$ cat config.mk
export PLATFORM = sky130hd
export DESIGN_NAME = fetch_controller
export DESIGN_NICKNAME = d
export VERILOG_FILES = /design/src/rtl/cpu_pkg.sv /design/src/rtl/fetch_slot.sv /design/src/rtl/fetch_controller.sv
export SDC_FILE = /design/constraint.sdc
export NUM_CORES = 1
export LEC_CHECK = 0
export ABC_AREA = 1
export CAP_MARGIN = 20
export CORE_UTILIZATION = 33
export CTS_CLUSTER_SIZE = 10
export DETAILED_ROUTE_END_ITERATION = 7
export SYNTH_ARGS = -nofsm -noshare
export SYNTH_HDL_FRONTEND = slang
export SYNTH_SLANG_ARGS = --single-unit
$ cat constraint.sdc
create_clock -name clk -period 2.02 [get_ports clk]
set_clock_uncertainty 0.05 [all_clocks]
set_input_delay 0.404 -clock clk [delete_from_list [all_inputs] [get_ports clk]]
set_output_delay 0.404 -clock clk [all_outputs]
set_load 0.02 [all_outputs]
$ cat src/rtl/cpu_pkg.sv
// Shared fetch front-end types and parameter defaults.
// Defining FETCH_BOUNDS_CHECK_EN adds the FAULT state used by range checking.
package cpu_pkg;

  localparam int DEFAULT_BITS_SIZE   = 32;
  localparam int DEFAULT_MEMORY_SIZE = 256;

`ifdef FETCH_BOUNDS_CHECK_EN
  typedef enum logic [1:0] {
    IDLE  = 2'd0,
    FETCH = 2'd1,
    HALT  = 2'd2,
    FAULT = 2'd3
  } fetch_state_t;
`else
  typedef enum logic [1:0] {
    IDLE  = 2'd0,
    FETCH = 2'd1,
    HALT  = 2'd2
  } fetch_state_t;
`endif

endpackage

$ cat src/rtl/fetch_slot.sv
// Single-entry output register for the fetch stage: load, hold or flush.
module fetch_slot
  import cpu_pkg::*;
#(
  parameter int BITS_SIZE = DEFAULT_BITS_SIZE
) (
  input  logic                 clk,
  input  logic                 reset,
  input  logic                 load,
  input  logic                 flush,
  input  logic [BITS_SIZE-1:0] data,
  input  logic [BITS_SIZE-1:0] pc,
  output logic                 valid,
  output logic [BITS_SIZE-1:0] instr,
  output logic [BITS_SIZE-1:0] instr_pc
);

  // Load wins over flush; flush only drops the valid flag, payload is don't-care then.
  always_ff @(posedge clk) begin
    if (reset) begin
      valid    <= 1'b0;
      instr    <= '0;
      instr_pc <= '0;
    end else if (load) begin
      valid    <= 1'b1;
      instr    <= data;
      instr_pc <= pc;
    end else if (flush) begin
      valid    <= 1'b0;
    end else begin
      valid    <= valid;
    end
  end

endmodule

$ cat src/rtl/fetch_controller.sv
// Instruction fetch controller: next-pc logic, IDLE/FETCH/HALT state machine, issue counter.
// Defining FETCH_BOUNDS_CHECK_EN traps out-of-range fetches into FAULT instead of wrapping.
module fetch_controller
  import cpu_pkg::*;
#(
  parameter int BITS_SIZE   = DEFAULT_BITS_SIZE,
  parameter int MEMORY_SIZE = DEFAULT_MEMORY_SIZE,
  parameter int RESET_PC    = 0
) (
  input  logic                 clk,
  input  logic                 reset,
  output logic [BITS_SIZE-1:0] imem_addr,
  input  logic [BITS_SIZE-1:0] imem_data,
  input  logic                 branch_valid,
  input  logic [BITS_SIZE-1:0] branch_target,
  input  logic                 halt_req,
  output logic                 instr_valid,
  input  logic                 instr_ready,
  output logic [BITS_SIZE-1:0] instr,
  output logic [BITS_SIZE-1:0] instr_pc,
  output logic                 halted,
  output logic [BITS_SIZE-1:0] issued_count
`ifdef FETCH_BOUNDS_CHECK_EN
  ,
  output logic                 fault
`endif
);

  localparam logic [BITS_SIZE-1:0] MEM_WORDS = BITS_SIZE'(MEMORY_SIZE);
  localparam logic [BITS_SIZE-1:0] LAST_WORD = BITS_SIZE'(MEMORY_SIZE - 1);
  localparam logic [BITS_SIZE-1:0] ONE       = BITS_SIZE'(1);

  fetch_state_t         state_r;
  fetch_state_t         state_next_s;
  logic [BITS_SIZE-1:0] pc_r;
  logic [BITS_SIZE-1:0] pc_next_s;
  logic [BITS_SIZE-1:0] count_r;
  logic                 halted_r;
  logic                 halt_pend_r;
  logic                 halt_pend_next_s;
  logic                 load_s;
  logic                 flush_s;
  logic                 slot_valid_s;
  logic                 slot_free_s;
  logic                 accept_s;
  logic                 halt_eff_s;
`ifdef FETCH_BOUNDS_CHECK_EN
  logic                 fault_r;
  logic                 fault_next_s;
`else
  function automatic logic [BITS_SIZE-1:0] next_word(input logic [BITS_SIZE-1:0] p);
    return (p >= LAST_WORD) ? '0 : p + ONE;
  endfunction
`endif

  assign imem_addr    = pc_r;
  assign instr_valid  = slot_valid_s;
  assign halted       = halted_r;
  assign issued_count = count_r;
  assign slot_free_s  = ~slot_valid_s | instr_ready;
  assign accept_s     = slot_valid_s & instr_ready;
  // A one-cycle halt_req pulse is remembered until the held instruction drains.
  assign halt_eff_s   = halt_req | halt_pend_r;
`ifdef FETCH_BOUNDS_CHECK_EN
  assign fault        = fault_r;
`endif

  fetch_slot #(.BITS_SIZE(BITS_SIZE)) u_slot (
    .clk      (clk),
    .reset    (reset),
    .load     (load_s),
    .flush    (flush_s),
    .data     (imem_data),
    .pc       (pc_r),
    .valid    (slot_valid_s),
    .instr    (instr),
    .instr_pc (instr_pc)
  );

  // Next-state, next-pc and slot control; branch beats halt beats sequential load.
  always_comb begin
    state_next_s     = state_r;
    pc_next_s        = pc_r;
    halt_pend_next_s = halt_pend_r;
    load_s           = 1'b0;
    flush_s          = 1'b0;
`ifdef FETCH_BOUNDS_CHECK_EN
    fault_next_s     = fault_r;
`endif
    case (state_r)
      IDLE: begin
        state_next_s = FETCH;
      end
      FETCH: begin
        if (branch_valid) begin
          flush_s = 1'b1;
`ifdef FETCH_BOUNDS_CHECK_EN
          if (branch_target >= MEM_WORDS) begin
            state_next_s = FAULT;
            fault_next_s = 1'b1;
          end else begin
            pc_next_s    = branch_target;
            state_next_s = halt_eff_s ? HALT : FETCH;
          end
`else
          pc_next_s    = branch_target % MEM_WORDS;
          state_next_s = halt_eff_s ? HALT : FETCH;
`endif
        end else if (halt_eff_s) begin
          halt_pend_next_s = 1'b1;
          if (slot_free_s) begin
            state_next_s = HALT;
            flush_s      = 1'b1;
          end else begin
            state_next_s = FETCH;
          end
        end else if (slot_free_s) begin
`ifdef FETCH_BOUNDS_CHECK_EN
          if (pc_r >= LAST_WORD) begin
            state_next_s = FAULT;
            fault_next_s = 1'b1;
            flush_s      = 1'b1;
          end else begin
            load_s    = 1'b1;
            pc_next_s = pc_r + ONE;
          end
`else
          load_s    = 1'b1;
          pc_next_s = next_word(pc_r);
`endif
        end else begin
          load_s = 1'b0;
        end
      end
      HALT: begin
        state_next_s = HALT;
      end
`ifdef FETCH_BOUNDS_CHECK_EN
      FAULT: begin
        state_next_s = FAULT;
      end
`endif
      default: begin
        state_next_s = IDLE;
      end
    endcase
  end

  // State, pc, status flags and the accepted-instruction counter.
  always_ff @(posedge clk) begin
    if (reset) begin
      state_r     <= IDLE;
      pc_r        <= BITS_SIZE'(RESET_PC);
      halt_pend_r <= 1'b0;
      halted_r    <= 1'b0;
      count_r     <= '0;
`ifdef FETCH_BOUNDS_CHECK_EN
      fault_r     <= 1'b0;
`endif
    end else begin
      state_r     <= state_next_s;
      pc_r        <= pc_next_s;
      halt_pend_r <= halt_pend_next_s;
      halted_r    <= (state_next_s == HALT);
      count_r     <= count_r + {{(BITS_SIZE-1){1'b0}}, accept_s};
`ifdef FETCH_BOUNDS_CHECK_EN
      fault_r     <= fault_next_s;
`endif
    end
  end

endmodule

==> impl_metrics.csv, run 1 <==
group,metric,value,unit
outcome,status,"finished clean",
layout,num_antenna_cells,0,
floorplan,dieArea,0.0168,mm²
synthesis,yosys_most_used_dff,"dfxtp_1",
synthesis,synth_area_leaders,"dfxtp_1 (50%), nor2_1 (11%), nand2_1 (8.1%)",
placement,placed_cells,1119,
detailed_routing,wl_per_cell,13.4,µm
detailed_routing,drc_errors,0,
synthesis,syn-cell-area,0.00536,mm²
layout,drive_above_1_share,10.3,%
setup_path,required,1.57,ns
sta,setup_violations,0,
sta,fmax,0.509,GHz
global_routing,grt_usage,19.5,%
synthesis,synth.distinct_cells,33,
setup_path,cp_num_buf_inv,1,
sta,fin_crit_sh,97.3,%
synthesis,synth-seq-cells,133,
sta,slew_headroom,65.9,%
global_routing,gr-total-overflow,0,
cts,clkSinkCount,133,
global_routing,grt_max_degree,45,
floorplan,rows,46,
detailed_routing,first_pass_iters,4,
sta,rsz0062_at_grt,"true",
global_routing,busiest_layer,"met2",
synthesis,yosysMostFrequentCell,"nor2_1",
synthesis,syn_avg_cell_area,7.42,µm²
global_routing,met2_usage,30.5,%
floorplan,dieWidth,129,µm
cts,root_buffer,"clkbuf_16",
sta,fin_crit,1.97,ns
setup_path,worstPathMaxFanout,6,
floorplan,coreArea,0.0159,mm²
setup_path,start_kind,"flip-flop",
job,max_cap_violations,0,
detailed_routing,finalWirelength,15.4,mm
power,p_leak,3.21,nW
sta,maxSlewViolCount,0,
setup_path,reg2reg_depth,12,
placement,gp_congestion,0.915,
cts,worstSkewPairLatency,0.42,ns
cts,cts_buffers,17,
power,p_per_area,840,mW/mm²
setup_path,slowest_stage,"clkdlybuf4s50_1",
setup_path,path_cells,"clkdlybuf4s50_1",
cts,cts.path.max_buffers,2,
global_routing,use_met1,24.0,%
min_path,hold_path_end,"issued_count[20]$_SDFF_PP0_",
detailed_routing,ant_nets,0,
global_routing,use_met3,7.93,%
setup_path,crit_family,"buffers and inverters",
setup_path,cp_slowest_stage_delay,0.66,ns
layout,fin_nets,994,
placement,io_buffer_count,174,
layout,area_growth,53.4,%
min_path,hold_path_class,"primary input to flip-flop",
setup_path,timing.rr.start,"u_slot.valid$_SDFFE_PP0P_",
global_routing,grt_pass1_vias,5136,
setup_path,crit_type,"flip-flop to output port",
min_path,hold-path-cell-count,4,
detailed_routing,drt_iter0_markers,287,
cts,cts_tree,"built",
detailed_routing,viasPerCell,4.57,
setup_path,worstReg2RegEnd,"issued_count[16]$_SDFF_PP0_",
synthesis,syn-num-nets,795,
sta,hold_slack,0.375,ns
synthesis,yosys.area.top_type,"dfxtp_1",
layout,instances_no_fill,1149,
cts,path_clk_slew,0.06,ns
floorplan,io_pins,199,
synthesis,synthArstFlopShare,0,%
synthesis,synth_edf_count,0,
synthesis,synth_cells,723,
global_routing,antenna_found_initial,1,
detailed_routing,vias,5255,
global_routing,grt_pass1_wl,25.2,mm
synthesis,synth_commonest_cells,"nor2_1 (151), dfxtp_1 (133), nand2_1 (115)",
setup_path,critPathArrivalTime,1.51,ns
cts,post_cts_buffers,0,
synthesis,yosysSeqAreaShare,49.7,%
setup_path,crit_path_end_kind,"output port",
synthesis,synth_top_area_share,49.7,%
min_path,min_from,"reset",
synthesis,yosysWarnings,0,
floorplan,initial_core_util,33.8,%
cts,htree_levels,4,
sta,tightest_slew,0.511,ns
sta,hold_violations,0,
power,p_total,6.91,mW
placement,hpwl,11.0,mm
floorplan,die_h,129,µm
setup_path,reg2reg_setup_slack,0.24,ns
power,ir_drop,0.000562,V
cells in the final DEF, fill, tap and decap left out, types with 4 or more instances in the layout:
master | Yosys | final
inv_2 | 6 | 7
xor2_1 | 4 | 4
clkinv_4 | 0 | 5
nor2_2 | 5 | 6
nand3_1 | 13 | 13
buf_12 | 0 | 5
nand3b_1 | 5 | 5
nor3_1 | 27 | 27
clkdlybuf4s50_1 | 0 | 169
clkbuf_16 | 0 | 17
o21ai_1 | 30 | 30
a21oi_1 | 62 | 62
nor2_1 | 151 | 150
inv_1 | 62 | 61
dfxtp_1 | 133 | 133
o21ai_0 | 44 | 44
nand2_1 | 115 | 114
nand4_1 | 8 | 8
buf_4 | 5 | 33
bufinv_16 | 0 | 5
metrics by stage:
step	cell area, µm²	worst slack (ns)	util [%]	setup TNS, ns
after floorplan	5360	0.0206	-	0
after global placement	7550	-0.391	47.5	-10.36
after detailed placement	7550	-0.427	47.5	-11.55
after CTS	8200	0.00875	51.6	0
after global routing	8220	-0.0383	51.8	-0.134
final	8220	0.0544	51.8	0
power breakdown:
group / internal [mW] / leakage [nW] / switching, mW / total [mW]
clock network: 2.25 / 0.315 / 1.16 / 3.42
registers: 2.72 / 1.08 / 0.0530 / 2.77
logic: 0.342 / 1.82 / 0.377 / 0.719
total: 5.31 / 3.21 / 1.59 / 6.91
kinds of logic after synthesis:
| family | count (synthesis) | synth area share (%) |
|---|---|---|
| adder cells (fa/ha/maj) | 3 | 0.700 |
| flip-flops | 133 | 49.7 |
| XOR/XNOR | 6 | 0.980 |
| buffers and inverters | 100 | 7.84 |
| AND/OR/NAND/NOR | 336 | 26.8 |
| AO/OA/AOI/OAI | 145 | 14.0 |
per-layer routing:
layer,routed length [µm],vias up
li1,-,2718
met1,6970,2342
met2,6770,170
met3,1380,23
met4,292,2
met5,13,-
registers in the layout (all words and copies together) (netlist names):
signal	cells
imem_addr	32
issued_count	32
u_slot.instr	32
u_slot.instr_pc	32
state_r	2
halt_pend_r	1
halted	1
u_slot.valid	1
worst max path at each step:
| stage | startpoint | endpoint | slack, ns | depth (start not counted) |
|---|---|---|---|---|
| after floorplan | u_slot.valid$_SDFFE_PP0P_ | issued_count[16]$_SDFF_PP0_ | 0.02 | 13 |
| after global placement | instr_ready | issued_count[16]$_SDFF_PP0_ | -0.39 | 13 |
| after detailed placement | instr_ready | issued_count[16]$_SDFF_PP0_ | -0.43 | 13 |
| after CTS | instr_ready | issued_count[16]$_SDFF_PP0_ | 0.009 | 13 |
| after global routing | instr_ready | issued_count[30]$_SDFF_PP0_ | -0.04 | 13 |
| final | issued_count[25]$_SDFF_PP0_ | issued_count[25] | 0.05 | 1 |
layout make-up:
| cell class | instances | area, µm² |
|---|---|---|
| multi-input cells | 490 | 2290 |
| inverters | 68 | 255 |
| repair buffers | 212 | 2090 |
| fillers | 1578 | 7660 |
| clock buffers | 19 | 453 |
| clock inverters | 11 | 201 |
| flip-flops and latches | 133 | 2660 |
| well taps | 216 | 270 |
timing repair:
action / in CTS / in global routing
hold buffers: 0 / 0
pin swaps: 0 / 1
resized for setup: 1 / 9
endpoints found under the setup margin: 1 / 8
gates cloned: 0 / 0
(Power assumes the default switching activity.)
==> run 2: changes to the inputs <==
--- a/config.mk
+++ b/config.mk
@@ -10,6 +10,7 @@
 export CORE_UTILIZATION = 33
 export CTS_CLUSTER_SIZE = 10
 export DETAILED_ROUTE_END_ITERATION = 7
+export REMOVE_ABC_BUFFERS = 1
 export SYNTH_ARGS = -nofsm -noshare
 export SYNTH_HDL_FRONTEND = slang
 export SYNTH_SLANG_ARGS = --single-unit
==> impl_metrics.csv, run 2 (same netlist as run 1, synthesis figures left out) <==
group,metric,value,unit
detailed_routing,wl_per_cell,13.6,µm
cts,cts_tree,"built",
global_routing,antenna_found_initial,1,
floorplan,dieWidth,129,µm
detailed_routing,finalWirelength,15.7,mm
power,p_sw,1.59,mW
global_routing,grt_max_degree,79,
cts,path_clk_slew,0.06,ns
outcome,status,"finished clean",
sta,setup_violations,0,
power,seq_power_share,40.5,%
sta,slew_headroom,65.0,%
sta,fmax,0.510,GHz
layout,drive_above_1_share,9.87,%
floorplan,dieArea,0.0168,mm²
layout,final_util,51.6,%
job,max_cap_violations,0,
cts,cts_buffers,17,
power,ir_drop,0.000570,V
sta,maxSlewViolCount,0,
cts,root_buffer,"clkbuf_16",
power,p_int,5.27,mW
global_routing,grt_pass1_wl,25.5,mm
sta,hold_violations,0,
setup_path,worstPathMaxFanout,6,
power,clkPwrFrac,49.2,%
sta,tns,0,ns
floorplan,io_pins,199,
setup_path,path_cells,"clkdlybuf4s50_1",
floorplan,rows,46,
placement,gp_congestion,0.916,
global_routing,grt_usage,19.6,%
cts,htree_levels,4,
cts,cts.path.max_buffers,2,
setup_path,critPathArrivalTime,1.51,ns
floorplan,initial_core_util,33.8,%
detailed_routing,ant_nets,0,
cts,postCtsHoldBufs,0,
setup_path,cp_num_buf_inv,1,
sta,tightest_slew,0.525,ns
placement,place_area,0.00754,mm²
setup_path,start_kind,"flip-flop",
detailed_routing,first_pass_iters,5,
placement,placed_cells,1117,
layout,fin_area,0.00820,mm²
detailed_routing,drt_iter0_markers,256,
sta,rsz0062_at_grt,"false",
detailed_routing,drc_errors,0,
setup_path,slowest_stage,"clkdlybuf4s50_1",
setup_path,required,1.57,ns
detailed_routing,vias,5255,
power,swShare,23.1,%
layout,num_antenna_cells,0,
floorplan,coreArea,0.0159,mm²
detailed_routing,viasPerCell,4.58,
floorplan,die_h,129,µm
sta,fin_crit,1.96,ns
global_routing,gr-total-overflow,0,
layout,layout_commonest_cell,"clkdlybuf4s50_1",
power,comb_power_share,10.4,%
placement,hpwl,11.1,mm
sta,fin_crit_sh,97.1,%
layout,layout_common_cells,"clkdlybuf4s50_1 (165), nor2_1 (151), dfxtp_1 (133), nand2_1 (115), a21oi_1 (62)",
layout,area_growth,52.9,%
setup_path,crit_path_end_kind,"output port",
placement,io_buffer_count,174,
cts,worstSkewPairLatency,0.41,ns
power,p_leak,3.25,nW
cts,clkSinkCount,133,
power,p_per_area,836,mW/mm²
min_path,hold_path_class,"flip-flop to flip-flop",
layout,instances_no_fill,1148,
layout,fin_nets,992,
setup_path,crit_type,"flip-flop to output port",
setup_path,crit_family,"buffers and inverters",
global_routing,grt_pass1_vias,5064,
setup_path,cp_slowest_stage_delay,0.65,ns
run 2: area by class of cell:
type	count	area [µm²]
fillers	1569	7690
repair buffers	210	2080
multi-input cells	490	2280
clock inverters	13	205
well taps	216	270
clock buffers	18	439
inverters	68	255
flip-flops and latches	133	2660
run 2: final timing paths:
check	startpoint	end	slack [ns]	depth (start not counted)
hold reg to reg	imem_addr[16]$_SDFFE_PP0P_	imem_addr[16]$_SDFFE_PP0P_	0.42	2
hold / removal	imem_addr[16]$_SDFFE_PP0P_	imem_addr[16]$_SDFFE_PP0P_	0.42	2
setup / recovery	issued_count[18]$_SDFF_PP0_	issued_count[18]	0.06	1
setup reg to reg	u_slot.valid$_SDFFE_PP0P_	issued_count[30]$_SDFF_PP0_	0.24	12
run 2: power by group through the flow:
stage | logic, mW | clock network (mW) | registers (mW)
6_report | 0.710 | 3.37 | 2.77
5_1_grt | 0.776 | 3.55 | 2.79
4_1_cts | 0.723 | 3.45 | 2.78
3_5_place_dp | 0.719 | 0 | 2.83
3_3_place_gp | 0.720 | 0 | 2.83
2_1_floorplan | 0.200 | 0 | 2.93
run 2: layer usage:
layer	routed length [µm]	track usage (%)
met5	12	0
met4	242	6.50
met3	1550	9.45
met2	6830	30.2
met1	7020	23.9
run 2: metrics by stage:
step           setup WS [ns]  hold WS, ns  power [mW]
2_1_floorplan          -1.18        0.411        3.13
3_3_place_gp          -0.380        0.410        3.55
3_5_place_dp          -0.415        0.413        3.55
4_1_cts              0.00815        0.423        6.95
5_1_grt              0.00662        0.433        7.11
6_report              0.0594        0.421        6.86
run 2: repair_timing:
action / in CTS / in global routing
buffers inserted: 0 / 0
cloned: 0 / 0
setup endpoints to repair: 3 / 16
gates resized for setup: 3 / 8
run 2: tightest hold or removal path, cell delays in order (launching register included):
cell and delay (ns):
dfxtp_1 0.32, inv_1 0.07, nor2_1 0.04
==> RTL edit 1, RTL diff (flow settings as in run 2) <==
Re-encode `fetch_state_t` (3 states) as one-hot, 3 bits wide.
--- a/src/rtl/cpu_pkg.sv
+++ b/src/rtl/cpu_pkg.sv
@@ -14,8 +14,8 @@
   } fetch_state_t;
 `else
-  typedef enum logic [1:0] {
-    IDLE  = 2'd0,
-    FETCH = 2'd1,
-    HALT  = 2'd2
+  typedef enum logic [2:0] {
+    IDLE  = 3'b001,
+    FETCH = 3'b010,
+    HALT  = 3'b100
   } fetch_state_t;
 `endif
Function: same outputs for any inputs over 4 cycles, from zero or initial values and one cycle with reset high; so few cycles prove little.
==> RTL edit 1 against run 2 <==
Core utilization is 0.080 points lower. First-iteration DRC count up 1.6%. Global-route usage fell by 0.19 points. Area after synthesis increased by 2.0%. Cell area grew 0.93%. Setup slack got worse by 0.011 ns. Critical path depth unchanged. Largest cell class unchanged. Wire length is 1.1% higher. Sequential cell count grew 1. Power shrank 4.0%.
==> RTL edit 1: results (changes against run 2) <==
Status
  – Status: finished clean (unchanged)

Finish
  – Final-layout clock buffer total: 21 (was 18)
  – Multi-input combinational cell count: 520 (was 490)
  – Sequential cell area: 0.00268 mm^2 (was 0.00266 mm^2)
  – Final Core Density: 51.5% (was 51.6%)
  – Clock buf/inv share: 7.49% (was 7.86%)
  – Multi-input gate share of total cell area: 28.7% (was 27.9%)
  – Fin area: 0.00827 mm^2 (was 0.00820 mm^2)
  – Layout non-clock buf frac: 25.1% (was 25.4%)
  – Share of cells above drive strength 1: 8.31% (was 9.87%)

Min path
  – Source of the worst hold timing path: reset (was imem_addr[16])
  – HP Class: in2reg (was reg2reg)

Synth
  – Synth unique cells: 31 (was 33)
  – Seq/Total Area, Yosys: 49.1% (was 49.7%)
  – Top area cells in the synthesized netlist: dfxtp_1 49%, nor2_1 12%, nand2_1 8.9% (was dfxtp_1 50%, nor2_1 11%, nand2_1 8.1%)
  – Post-synthesis cell count: 754 (was 723)

Worst setup path
  – Reg-to-reg endpoint: issued_count[8] (was issued_count[30])
  – Reg2Reg Depth: 10 (was 12)
  – Worst setup path end: issued_count[2] (was issued_count[18])

Timing
  – Max-slew headroom: 58.7% (was 65.0%)

Global route
  – Antenna violations before repair: 0 (was 1)
  – Met3 Use GR: 9.08% (was 9.45%)
  – First-pass GRT wire length: 25600 um (was 25500 um)
  – Largest net degree at the start of global routing: 54 (was 79)

Placed design
  – HPWL after detailed placement: 11300 um (was 11100 um)
  – Cell total after placement: 1147 (was 1117)

Detailed routing
  – WL met3: 1550 um (about the same)
  – Pre-Repair DR Iteration Count: 4 (was 5)
  – DRT iter0 DRCs: 260 (was 256)

Power
  – P per Cell Area: 796 mW/mm^2 (was 836 mW/mm^2)
  – Maximum vdd drop: 0.000550 V (was 0.000570 V)
==> RTL edit 1: cell types whose count changed after synthesis, moves of 6 or more <==
cell      change
nand2_1      +15
o21ai_0      +29
o21ai_1      -23
nand3b_1      +6
nor2_1       +19
nand4_1       -6
==> RTL edit 1: logic make-up (layout without fill, tap and decap cells) <==
| logic type | Yosys count | in the layout | share of synthesized area [%] |
|---|---|---|---|
| and+or+nand+nor | 362 | 362 | 27.6 |
| DFF | 134 | 134 | 49.1 |
| AOI/OAI and AO/OA | 147 | 147 | 13.7 |
| adders and majority gates | 3 | 3 | 0.686 |
| buffers and inverters | 100 | 309 | 7.66 |
| xor gates and xnor gates | 8 | 8 | 1.28 |
==> RTL edit 1: repair_timing <==
| action | in CTS | in global routing |
|---|---|---|
| resized for setup | 0 | 1 |
| setup endpoints to repair | 0 | 1 |
| buffers inserted | 0 | 0 |
==> RTL edit 2, RTL diff (flow settings as in run 2) <==
Without the edit above. `DEFAULT_BITS_SIZE`: 32 -> 64.
--- a/src/rtl/cpu_pkg.sv
+++ b/src/rtl/cpu_pkg.sv
@@ -3,5 +3,5 @@
 package cpu_pkg;
 
-  localparam int DEFAULT_BITS_SIZE   = 32;
+  localparam int DEFAULT_BITS_SIZE   = 64;
   localparam int DEFAULT_MEMORY_SIZE = 256;
 
Ports: changed (6 resized); port bits go from 199 to 391. The function was not compared with the original's and may differ.
==> RTL edit 2 against run 2 <==
Sequential power is 95% higher. Sequential share of layout area is 0.80 points higher. Hold slack worse by 0.17 ns. Die area is 95% higher. Cell area is 92% higher. Maximum frequency is 0.55% lower. Count of clock-buffer cells in the layout is 21 higher. Power is 72% higher. First-iteration DRC count is 150% higher. Setup slack worse by 0.011 ns. Area after synthesis is 96% higher. Wire length is 130% higher. Largest cell class unchanged. Core utilization is 1.7 points lower. Sequential cell count is 128 higher.
==> RTL edit 2: results (changes against run 2) <==
Placed design
  – Pre-CTS setup slack: -0.520 ns (was -0.415 ns)

Status
  – Status: finished clean (unchanged)

Finish
  – Share of cells above drive strength 1: 8.07% (was 9.87%)
  – Nets@finish: 1960 (was 992)

CTS
  – # resized after CTS: 108 (was 3)
  – CTS HTree Levels: 1 (was 4)

Power
  – Combinational share of power: 10.9% (was 10.4%)
  – Sw Ratio: 24.3% (was 23.1%)

Synth
  – XOR/XNOR share of the synthesized area: 1.33% (was 0.980%)
  – Synth Area in Compound Gates: 13.3% (was 14.0%)
  – Top area cells in the synthesized netlist: dfxtp_1 50%, nor2_1 12%, o21ai_0 7.3% (was dfxtp_1 50%, nor2_1 11%, nand2_1 8.1%)
  – Adder-Cell Fraction of Synth Area: 0.356% (was 0.700%)

Worst setup path
  – Reg-to-reg endpoint: issued_count[63] (was issued_count[30])
  – Reg2Reg Depth: 11 (was 12)
  – FF-to-FF setup slack: 0.14 ns (was 0.24 ns)
  – Critical path fanouts, max: 2 (was 6)

Detailed routing
  – DRT iter0 DRCs: 639 (was 256)
  – Highest routed metal layer: met4 (was met5)
  – WL met3: 2780 um (was 1550 um)
  – Routed wl met2: 16600 um (was 6830 um)
  – Routed wire length: 36600 um (was 15700 um)
  – Pre-Repair DR Iteration Count: 4 (was 5)

Global route
  – Antenna violations before repair: 2 (was 1)
  – Largest net degree at the start of global routing: 81 (was 79)

Min path
  – HP Class: in2reg (was reg2reg)
  – Source of the worst hold timing path: reset (was imem_addr[16])
-- RTL edit 2: final cells by class --
class	count	area, um^2	share of cell area [%]
flip-flops and latches	261	5230	33.3
multi-input cells	979	4530	28.9
repair buffers	406	4000	25.5
clock buffers	39	846	5.39
inverters	145	549	3.50
well taps	402	503	3.20
clock inverters	3	43.8	0.279
diodes	2	5.00	0.0319
-- RTL edit 2: worst register-to-register path, cell delays in order (launching register included) --
cell	delay [ns]
dfxtp_1	0.34
nand2_1	0.09
inv_2	0.07
ha_4	0.14
buf_4	0.11
nand3_2	0.15
inv_2	0.10
nand2_2	0.08
nor2_2	0.21
nand2_1	0.14
o21ai_0	0.18
a21oi_1	0.08
-- RTL edit 2: cell families (layout without fill, tap and decap cells) --
family / count (synthesis) / count (layout)
other: 0 / 2
flip-flops: 261 / 261
AO/OA/AOI/OAI: 278 / 278
adder cells (fa/ha/maj): 3 / 3
AND/OR/NAND/NOR: 682 / 682
buffers and inverters: 207 / 593
XOR/XNOR: 16 / 16
-- RTL edit 2: routing by layer --
| metal | global-route usage [%] | vias up |
|---|---|---|
| met5 | 0 | - |
| met4 | 8.24 | 0 |
| met3 | 6.41 | 65 |
| met2 | 35.6 | 303 |
| met1 | 28.0 | 4824 |
| li1 | - | 5370 |
-- RTL edit 2: worst max path at each step --
| stage | end | slack (ns) | cells after the start |
|---|---|---|---|
| floorplan | u_slot.instr_pc[0] | -1.32 | 5 |
| global placement | issued_count[63] | -0.46 | 12 |
| detailed placement | issued_count[54] | -0.52 | 12 |
| CTS | imem_addr[59] | 0.002 | 1 |
| global route | issued_count[47] | -0.003 | 11 |
| finish | instr[35] | 0.05 | 1 |
